--- config.mk ---
export PLATFORM = sky130hd
export DESIGN_NAME = hazard_unit
export DESIGN_NICKNAME = d
export VERILOG_FILES = /design/src/rtl/hazard_unit.sv
export SDC_FILE = /design/constraint.sdc
export NUM_CORES = 1
export LEC_CHECK = 0
export ABC_AREA = 1
export CAP_MARGIN = 20
export CELL_PAD_IN_SITES_DETAIL_PLACEMENT = 0
export CELL_PAD_IN_SITES_GLOBAL_PLACEMENT = 1
export CORE_AREA = 2 2 41 43
export CTS_CLUSTER_DIAMETER = 200
export DETAILED_ROUTE_END_ITERATION = 8
export DIE_AREA = 0 0 43 45
export DONT_BUFFER_PORTS = 1
export PLACE_DENSITY_LB_ADDON = 0.1
export RECOVER_POWER = 25
export SLEW_MARGIN = 20
export SYNTH_ARGS = -nofsm -noshare
export SYNTH_HDL_FRONTEND = slang
export SYNTH_SLANG_ARGS = --single-unit
--- constraint.sdc ---
create_clock -name CLK -period 1.3 [get_ports CLK]
set_input_delay 0.195 -clock CLK [delete_from_list [all_inputs] [get_ports CLK]]
set_output_delay 0.195 -clock CLK [all_outputs]
set_load 0.02 [all_outputs]
--- src/rtl/hazard_unit.sv ---
// hazard_unit -- pipeline control for the five-stage MIPS core.
//
// Generates the PC / latch load enables and the IF/ID, ID/EX bubble strobes.
// Handles load-use stalls, branch/jump redirect flushes, data-memory waits and
// a terminal halt once a halt instruction reaches MEM.
//
// Ports:
//   CLK, nRST                     core clock (rising edge), async active-low reset
//   ihit, dhit                    fetch complete / data access complete (dhit may pulse)
//   mem_dREN, mem_dWEN            load/store in MEM
//   ex_dREN, ex_wsel              load in EX and its destination register
//   id_rs, id_rt, id_uses_rt      source registers of the ID instruction
//   jump_id, branch_taken         jump in ID, taken branch resolved in EX
//   halt_mem                      halt instruction in MEM
//   pc_en, ifid_en, idex_en,
//   exmem_en, memwb_en            PC / latch load enables
//   ifid_flush, idex_flush        load a bubble instead of data
//   halted                        registered, core stopped
//   stall_cnt, flush_cnt          performance counters (only with HAZARD_PERF_EN)
//
// Build option: define HAZARD_PERF_EN to add the stall/flush counters.

module hazard_unit (
    input  logic       CLK,
    input  logic       nRST,
    input  logic       ihit,
    input  logic       dhit,
    input  logic       mem_dREN,
    input  logic       mem_dWEN,
    input  logic       ex_dREN,
    input  logic [4:0] ex_wsel,
    input  logic [4:0] id_rs,
    input  logic [4:0] id_rt,
    input  logic       id_uses_rt,
    input  logic       jump_id,
    input  logic       branch_taken,
    input  logic       halt_mem,
    output logic       pc_en,
    output logic       ifid_en,
    output logic       idex_en,
    output logic       exmem_en,
    output logic       memwb_en,
    output logic       ifid_flush,
    output logic       idex_flush,
    output logic       halted
`ifdef HAZARD_PERF_EN
    ,
    output logic [31:0] stall_cnt,
    output logic [31:0] flush_cnt
`endif
);

    typedef enum logic [1:0] {StRun, StMemWait, StHalt} state_t;

    state_t state;
    logic   dhit_seen;
    logic   flush_pend;

    logic memstall;
    logic adv;
    logic lu;
    logic redirect;

    always_comb begin
        // A dhit that arrived while the pipe could not advance still counts.
        memstall = (mem_dREN | mem_dWEN) & ~(dhit | dhit_seen);
        // Gating with nRST forces every enable and flush low during reset.
        adv      = nRST & ihit & ~memstall & (state != StHalt);
        lu       = ex_dREN & (ex_wsel != 5'd0) &
                   ((ex_wsel == id_rs) | (id_uses_rt & (ex_wsel == id_rt)));
        // A branch seen while frozen is applied on the next advancing edge.
        redirect = branch_taken | flush_pend;

        // Redirect beats load-use: the dependent instruction is squashed anyway.
        pc_en      = adv & ~(lu & ~redirect);
        ifid_en    = pc_en;
        // Load-use beats jump so a JR waits for its loaded operand.
        ifid_flush = adv & (redirect | (jump_id & ~lu));
        idex_en    = adv;
        exmem_en   = adv;
        memwb_en   = adv;
        idex_flush = adv & (redirect | lu);
    end

    always_ff @(posedge CLK or negedge nRST) begin
        if (!nRST) begin
            state      <= StRun;
            dhit_seen  <= 1'b0;
            flush_pend <= 1'b0;
            halted     <= 1'b0;
        end else begin
            if (adv) begin
                dhit_seen  <= 1'b0;
                flush_pend <= 1'b0;
            end else begin
                if (dhit)         dhit_seen  <= 1'b1;
                if (branch_taken) flush_pend <= 1'b1;
            end

            unique case (state)
                StRun: begin
                    if (halt_mem & adv) begin
                        state  <= StHalt;
                        halted <= 1'b1;
                    end else if (memstall) begin
                        state <= StMemWait;
                    end
                end
                StMemWait: begin
                    if (halt_mem & adv) begin
                        state  <= StHalt;
                        halted <= 1'b1;
                    end else if (adv) begin
                        state <= StRun;
                    end
                end
                StHalt: begin
                    state  <= StHalt;
                    halted <= 1'b1;
                end
                default: begin
                    state <= StRun;
                end
            endcase
        end
    end

`ifdef HAZARD_PERF_EN
    always_ff @(posedge CLK or negedge nRST) begin
        if (!nRST) begin
            stall_cnt <= 32'd0;
            flush_cnt <= 32'd0;
        end else begin
            if ((state != StHalt) & (~adv | (lu & ~redirect))) begin
                stall_cnt <= stall_cnt + 32'd1;
            end
            if (ifid_flush | idex_flush) begin
                flush_cnt <= flush_cnt + 32'd1;
            end
        end
    end
`endif

endmodule
==> impl_table.tex, run 1 <==
\begin{tabular}{lr}
\hline
Metric & Value \\
\hline
\multicolumn{2}{l}{\textbf{Layout}} \\
\quad Multi-input gate area in the final layout & 339 um2 \\
\quad Post-Layout Cell Count & 119 \\
\quad Net total in the final layout & 130 \\
\quad Synthesis-to-finish area growth & 37.9\% \\
\quad Diode insertion count for antenna repair & 0 \\
\quad Area taken by flip-flops and latches & about 130 um2 \\
\quad Layout cells sized above 1 & 29.1\% \\
\quad Most frequent standard cell in the layout excluding fill and tap cells & nand2\_1 \\
\quad Final core utilization & 47.6\% \\
\quad Highest-count cells in the layout ignoring fill and taps & 31 x nand2\_1, 15 x inv\_1, 12 x buf\_4 \\
\quad Filler Cell Count & $\sim$160 \\
\quad Cell area after layout & 701 um2 \\
\multicolumn{2}{l}{\textbf{Detailed routing}} \\
\quad Vias per cell & $\sim$4.5 \\
\quad Total Routed Length & between 1000 and 1500 um \\
\quad Via total after detailed routing & 537 \\
\quad Starting DRT DRC Count & 2 \\
\quad Initial DRT Pass Iterations & 4 \\
\quad Avg WL per Cell & 10.9 um \\
\quad Residual DRC count & 0 \\
\quad Remaining antenna violation count after routing & 0 \\
\multicolumn{2}{l}{\textbf{Logic synthesis}} \\
\quad Synth Register Bits & 5 \\
\quad Area share of the leading cell type in the synthesized netlist & 24.6\% \\
\quad Largest cells by area after synthesis & dfrtp\_1 25\%, nand2\_1 24\%, inv\_1 12\% \\
\quad Number of distinct library cells after synthesis & 20 \\
\quad Syn Area/Cell & a little under 6 um2 \\
\quad Post-Syn Instances & 88 \\
\quad Cell type with the largest total area after synthesis & dfrtp\_1 \\
\quad Post-synthesis net count & 114 \\
\quad Synthesis warning total & 0 \\
\quad Share of the yosys chip area belonging to registers & between 20\% and 30\% \\
\quad Netlist Area Pre-Place & 508 um2 \\
\multicolumn{2}{l}{\textbf{Die}} \\
\quad Initial Util & 34.5\% \\
\quad Width of the die & 43 um \\
\quad CORE AREA & about 1500 um2 \\
\quad Die boundary height & 45 um \\
\quad I/O pin cnt & 34 \\
\quad Die footprint & just under 2000 um2 \\
\quad Standard-cell rows & 14 \\
\multicolumn{2}{l}{\textbf{Worst setup path}} \\
\quad Type of origin of the critical path & register \\
\quad Kind of end point of the critical path & primary output \\
\quad Category of the most critical setup path & reg -> out \\
\quad Critical path arrival & 1.26 ns \\
\quad Cell depth of the worst flop-to-flop path & 8 \\
\quad Maximum fanout encountered on the critical timing path & 5 \\
\quad Slowest stage delay, CP & $\sim$0.40 ns \\
\quad Cell-by-cell listing of the critical path & nand2\_4, nand3\_4, nor2\_4, inv\_2, a21oi\_4 \\
\quad R2R Setup Slk & -0.10 ns \\
\quad Crit path max-delay cell type & dfrtp\_1 \\
\quad Worst setup path startpoint & state[1] \\
\quad Critical path capture point & idex\_flush \\
\quad Worst R2R End & dhit\_seen \\
\quad Reg2reg start & state[1] \\
\quad Required time of the worst setup path & roughly 1.1 ns \\
\multicolumn{2}{l}{\textbf{Timing}} \\
\quad Number of setup violations in the final report & 9 \\
\quad Slew at the pin closest to its max-slew limit & 0.321 ns \\
\quad Post-route worst setup slack & -0.159 ns \\
\quad Final Hold Violating Endpoints & 0 \\
\quad Final Max Tran Viols & 0 \\
\quad Slew HR & 78.4\% \\
\quad Final period util & 112\% \\
\quad Total negative slack & -1.06 ns \\
\quad Setup repair after global routing missed its margin & yes \\
\quad Minimum clock period after layout & 1.46 ns \\
\quad Worst clock skew on the final layout & 0.00572 ns \\
\quad Highest clock frequency the design can meet & 0.685 GHz \\
\multicolumn{2}{l}{\textbf{GRT}} \\
\quad Maximum number of pins on one net before global-route repair & 6 \\
\quad Total routing usage reported by global routing & between 10\% and 20\% \\
\quad Via count of the first global-routing pass & 538 \\
\quad Total overflow reported by the global router & 0 \\
\quad Number of antenna violations at the first check in global routing & 0 \\
\quad Wire length of the first global-routing pass & a little over 2000 um \\
\multicolumn{2}{l}{\textbf{Outcome}} \\
\quad Result of the run & complete, but fails checks \\
\quad Failing checks & setup timing \\
\multicolumn{2}{l}{\textbf{Place}} \\
\quad Placement Cell Area & 557 um2 \\
\quad RD Place Congestion & 0.710 \\
\quad Inst Count DP & 104 \\
\quad Worst setup timing slack at the placement stage & 0.0462 ns \\
\quad Port Buffers & 0 \\
\quad DP HPWL & 908 um \\
\multicolumn{2}{l}{\textbf{Clocking}} \\
\quad Clk buf depth & 2 \\
\quad Clock tree from TritonCTS & built \\
\quad Clock Latency Late Sink & 0.24 ns \\
\quad Number of buffers created by CTS & 3 \\
\quad Master cell of the clock root buffer & clkbuf\_4 \\
\quad Clock Sinks & 5 \\
\quad H-tree depth & 1 \\
\quad Clock transition at the register clock pins on the worst setup and hold paths after CTS & 0.05 ns \\
\multicolumn{2}{l}{\textbf{Min path}} \\
\quad Hold/Removal Path Class & in -> reg \\
\multicolumn{2}{l}{\textbf{Pwr}} \\
\quad Peak ir drop on the vdd network & 0.000586 V \\
\quad Leakage power figure & 0.389 nW \\
\quad Power density over cell area & 562 nW/um2 \\
\multicolumn{2}{l}{\textbf{Flow run}} \\
\quad Maximum capacitance violations & 0 \\
\hline
\end{tabular}
-- layout make-up --
class | count | area share [%]
multi-input cells | 61 | 48.4
flip-flops and latches | 5 | 17.9
repair buffers | 14 | 15.9
inverters | 19 | 11.2
clock buffers | 4 | 3.75
well taps | 16 | 2.86
-- registers in the layout (all words and copies together), names as in the netlist --
name	count
state	2
dhit_seen	1
halted	1
flush_pend	1
-- critical path, delay by kind of cell (launching register included) --
kind	cells	cell delay, ns
AO/OA/AOI/OAI	1	0.19
flip-flops	1	0.40
buffers and inverters	1	0.08
AND/OR/NAND/NOR	3	0.36
-- cells in the mapped netlist, drive strengths merged --
cell   count
nand4      1
nand3      6
xnor2      1
buf        3
inv       19
dfrtp      5
o21ai      2
nand2     34
nor2      11
or2        1
o21a       1
a21oi      1
nor3       3
-- per-layer routing --
metal  track usage (%)  wire (um)
met5                 0          0
met4              3.64          0
met3              9.60        100
met2              25.5        658
met1              16.0        542
-- stage by stage --
step	total power [mW]	hold WS [ns]
2_1_floorplan	0.203	-0.101
3_3_place_gp	0.209	-0.100
3_5_place_dp	0.210	-0.100
4_1_cts	0.403	0.0636
5_1_grt	0.429	0.0750
6_report	0.394	0.0933
-- how the worst min path moves through the flow --
stage               start    endpoint  slack [ns]  depth (start not counted)
floorplan            nRST   dhit_seen       -0.10                          0
global placement     nRST  flush_pend       -0.10                          0
detailed placement   nRST   dhit_seen       -0.10                          0
CTS                  dhit   dhit_seen        0.06                          1
global route         dhit   dhit_seen        0.08                          1
finish               dhit   dhit_seen        0.09                          1
-- timing repair --
action                                  4_1_cts  5_1_grt
resized for setup                             3        4
endpoints found under the setup margin        7       10
pin swaps                                     4        5
hold buffers                                  1        0
endpoints found under the hold margin         5        0
buffers inserted                              8        3
-- power breakdown --
group	switching (mW)	internal [mW]	total (mW)
registers	0.000000000000000123	0.156	0.156
logic	0.0327	0.0240	0.0567
clock network	0.0646	0.116	0.181
total	0.0973	0.296	0.394
-- logic make-up after synthesis --
kind of cell	synth area share, %
DFF	24.6
AOI/OAI and AO/OA	5.17
and+or+nand+nor	50.0
xor gates and xnor gates	1.72
buffers and inverters	18.5
Power figures use the tool's default switching activity.
==> inputs of run 2 (changes only) <==
--- a/config.mk
+++ b/config.mk
@@ -6,7 +6,8 @@
 export NUM_CORES = 1
 export LEC_CHECK = 0
 export ABC_AREA = 1
-export CAP_MARGIN = 20
+export ABC_CLOCK_PERIOD_IN_PS = 1300
+export CAP_MARGIN = 25
 export CELL_PAD_IN_SITES_DETAIL_PLACEMENT = 0
 export CELL_PAD_IN_SITES_GLOBAL_PLACEMENT = 1
 export CORE_AREA = 2 2 41 43
@@ -20,3 +21,4 @@
 export SYNTH_ARGS = -nofsm -noshare
 export SYNTH_HDL_FRONTEND = slang
 export SYNTH_SLANG_ARGS = --single-unit
+export TNS_END_PERCENT = 10
==> run 2 against run 1 <==
  * The flow still finishes with violations (setup timing)
  * First-iteration DRC count rose to 2.5 times the previous value
  * Clock power barely moved
  * Non-clock buffer count is 5 lower
  * Design area fell by 6.3%
  * Cell count down 4.2%
  * Hold slack got worse by 0.030 ns
  * Critical path depth unchanged
  * Via count down 5.0%
  * Clock skew down 0.0052 ns
  * Core utilization shrank 3.0 points
  * Die area did not move
  * Sequential share of layout area rose by 1.2 points
  * Critical path type unchanged
  * Critical endpoint is now ifid_flush
  * Highest routed layer is now met4
==> impl_table.tex, run 2 (same netlist as run 1, synthesis figures left out) <==
\begin{tabular}{lr}
\hline
Metric & Value \\
\hline
\multicolumn{2}{l}{\textbf{Detailed routing}} \\
\quad Avg WL per Cell & 9.75 um \\
\quad Total Routed Length & between 1000 and 1500 um \\
\quad Remaining antenna violation count after routing & 0 \\
\quad Via total after detailed routing & 510 \\
\quad Starting DRT DRC Count & 5 \\
\quad Initial DRT Pass Iterations & 3 \\
\quad Residual DRC count & 0 \\
\quad Vias per cell & 4.47 \\
\multicolumn{2}{l}{\textbf{GRT}} \\
\quad Number of antenna violations at the first check in global routing & 0 \\
\quad Total routing usage reported by global routing & 12.1\% \\
\quad Global-route met3 utilization & about 8.4\% \\
\quad Total overflow reported by the global router & 0 \\
\quad Via count of the first global-routing pass & 458 \\
\quad Wire length of the first global-routing pass & 1730 um \\
\quad Met2 usage in global routing & 17.6\% \\
\quad Maximum number of pins on one net before global-route repair & 6 \\
\quad Met1 Usage GRT & 15.2\% \\
\quad Busiest layer in global routing & met2 \\
\multicolumn{2}{l}{\textbf{Outcome}} \\
\quad Failing checks & setup timing \\
\quad Result of the run & complete, but fails checks \\
\multicolumn{2}{l}{\textbf{Timing}} \\
\quad Final period util & 111\% \\
\quad Slew HR & 78.2\% \\
\quad Number of setup violations in the final report & 9 \\
\quad Total negative slack & -0.912 ns \\
\quad Setup repair after global routing missed its margin & yes \\
\quad Worst clock skew on the final layout & 0.000496 ns \\
\quad Slew at the pin closest to its max-slew limit & around 0.33 ns \\
\quad Minimum clock period after layout & around 1.4 ns \\
\quad Highest clock frequency the design can meet & 0.693 GHz \\
\quad Final Max Tran Viols & 0 \\
\quad Final Hold Violating Endpoints & 0 \\
\quad Post-route worst setup slack & -0.143 ns \\
\multicolumn{2}{l}{\textbf{Pwr}} \\
\quad Power density over cell area & 601 nW/um2 \\
\quad Peak ir drop on the vdd network & around 0.00047 V \\
\quad Leakage power figure & 0.363 nW \\
\multicolumn{2}{l}{\textbf{Worst setup path}} \\
\quad Critical path arrival & 1.25 ns \\
\quad Kind of end point of the critical path & primary output \\
\quad Type of origin of the critical path & register \\
\quad Maximum fanout encountered on the critical timing path & 5 \\
\quad Required time of the worst setup path & about 1.1 ns \\
\quad Category of the most critical setup path & reg -> out \\
\quad R2R Setup Slk & -0.11 ns \\
\multicolumn{2}{l}{\textbf{Place}} \\
\quad Port Buffers & 0 \\
\quad DP HPWL & 889 um \\
\quad Inst Count DP & 105 \\
\quad RD Place Congestion & 0.707 \\
\multicolumn{2}{l}{\textbf{Die}} \\
\quad I/O pin cnt & 34 \\
\quad Width of the die & 43 um \\
\quad Standard-cell rows & 14 \\
\quad CORE AREA & 1470 um2 \\
\quad Die footprint & 1940 um2 \\
\quad Die boundary height & 45 um \\
\quad Initial Util & 34.5\% \\
\multicolumn{2}{l}{\textbf{Layout}} \\
\quad Number of flip-flops in the largest register & 2 \\
\quad Net total in the final layout & 125 \\
\quad Diode insertion count for antenna repair & 0 \\
\quad Layout cells sized above 1 & 25.5\% \\
\quad Highest-count cells in the layout ignoring fill and taps & 31 x nand2\_1, 15 x inv\_1, 9 x nor2\_1 \\
\quad Synthesis-to-finish area growth & 29.3\% \\
\quad Post-Layout Cell Count & 114 \\
\quad Largest register by flop count & state \\
\quad Filler Cell Count & 165 \\
\quad Most frequent standard cell in the layout excluding fill and tap cells & nand2\_1 \\
\multicolumn{2}{l}{\textbf{Clocking}} \\
\quad H-tree depth & 1 \\
\quad Clock Latency Late Sink & around 0.25 ns \\
\quad Master cell of the clock root buffer & clkbuf\_4 \\
\quad Clock tree from TritonCTS & built \\
\quad Clk buf depth & 2 \\
\quad Clock Sinks & 5 \\
\quad Number of buffers created by CTS & 3 \\
\quad Clock transition at the register clock pins on the worst setup and hold paths after CTS & about 0.04 ns \\
\multicolumn{2}{l}{\textbf{Flow run}} \\
\quad Maximum capacitance violations & 0 \\
\multicolumn{2}{l}{\textbf{Min path}} \\
\quad Hold/Removal Path Class & in -> reg \\
\hline
\end{tabular}
==> run 2: critical path, stage by stage (launching register included) <==
cell and delay [ns]:
dfrtp_1 0.40, nand2_4 0.09, nand3_4 0.07, nor2_4 0.16, nand2_4 0.10, nor2_4 0.18
==> run 2: cell type report <==
type | instances | area [um2] | share of cell area, %
repair buffers | 9 | 70.1 | 10.7
inverters | 19 | 76.3 | 11.6
multi-input cells | 61 | 339 | 51.6
well taps | 16 | 20.0 | 3.05
flip-flops and latches | 5 | 125 | 19.0
clock buffers | 4 | 26.3 | 4.00
==> run 2: timing repair <==
action | in CTS | in global routing
buffers inserted | 1 | 3
setup endpoints to repair | 7 | 9
endpoints found under the hold margin | 5 | 0
gates resized for setup | 3 | 5
pin swaps | 2 | 4
hold buffers | 1 | 0
==> run 2: final timing paths <==
kind	startpoint	to	depth (start not counted)
min in group asynchronous	nRST	halted	1
worst max-delay path	state[1]	ifid_flush	5
worst min register to register	dhit_seen	dhit_seen	1
max in group asynchronous	nRST	flush_pend	1
worst min-delay path	dhit	dhit_seen	1
worst max register to register	dhit_seen	halted	7
==> run 2: metrics by stage <==
step,hold slack (ns),total power [mW],worst slack [ns],util (%),instance area [um2]
floorplan,-0.101,0.202,-0.0681,-,523
global placement,-0.100,0.209,0.0465,37.2,547
detailed placement,-0.100,0.209,0.0347,37.2,547
CTS,0.0618,0.400,-0.163,41.4,609
global route,0.0531,0.424,-0.215,44.6,657
finish,0.0631,0.395,-0.143,44.6,657
==> run 2: where the power goes <==
part	internal, mW	switching (mW)	leakage [nW]
Clock	0.116	0.0664	0.0150
Sequential	0.156	0.000000000000000107	0.0490
Combinational	0.0238	0.0324	0.299
==> run 2: metal layers <==
metal | up-vias | routed length, um
met4 | 0 | 24
met2 | 23 | 435
met5 | - | 0
met1 | 202 | 508
met3 | 5 | 144
li1 | 280 | -
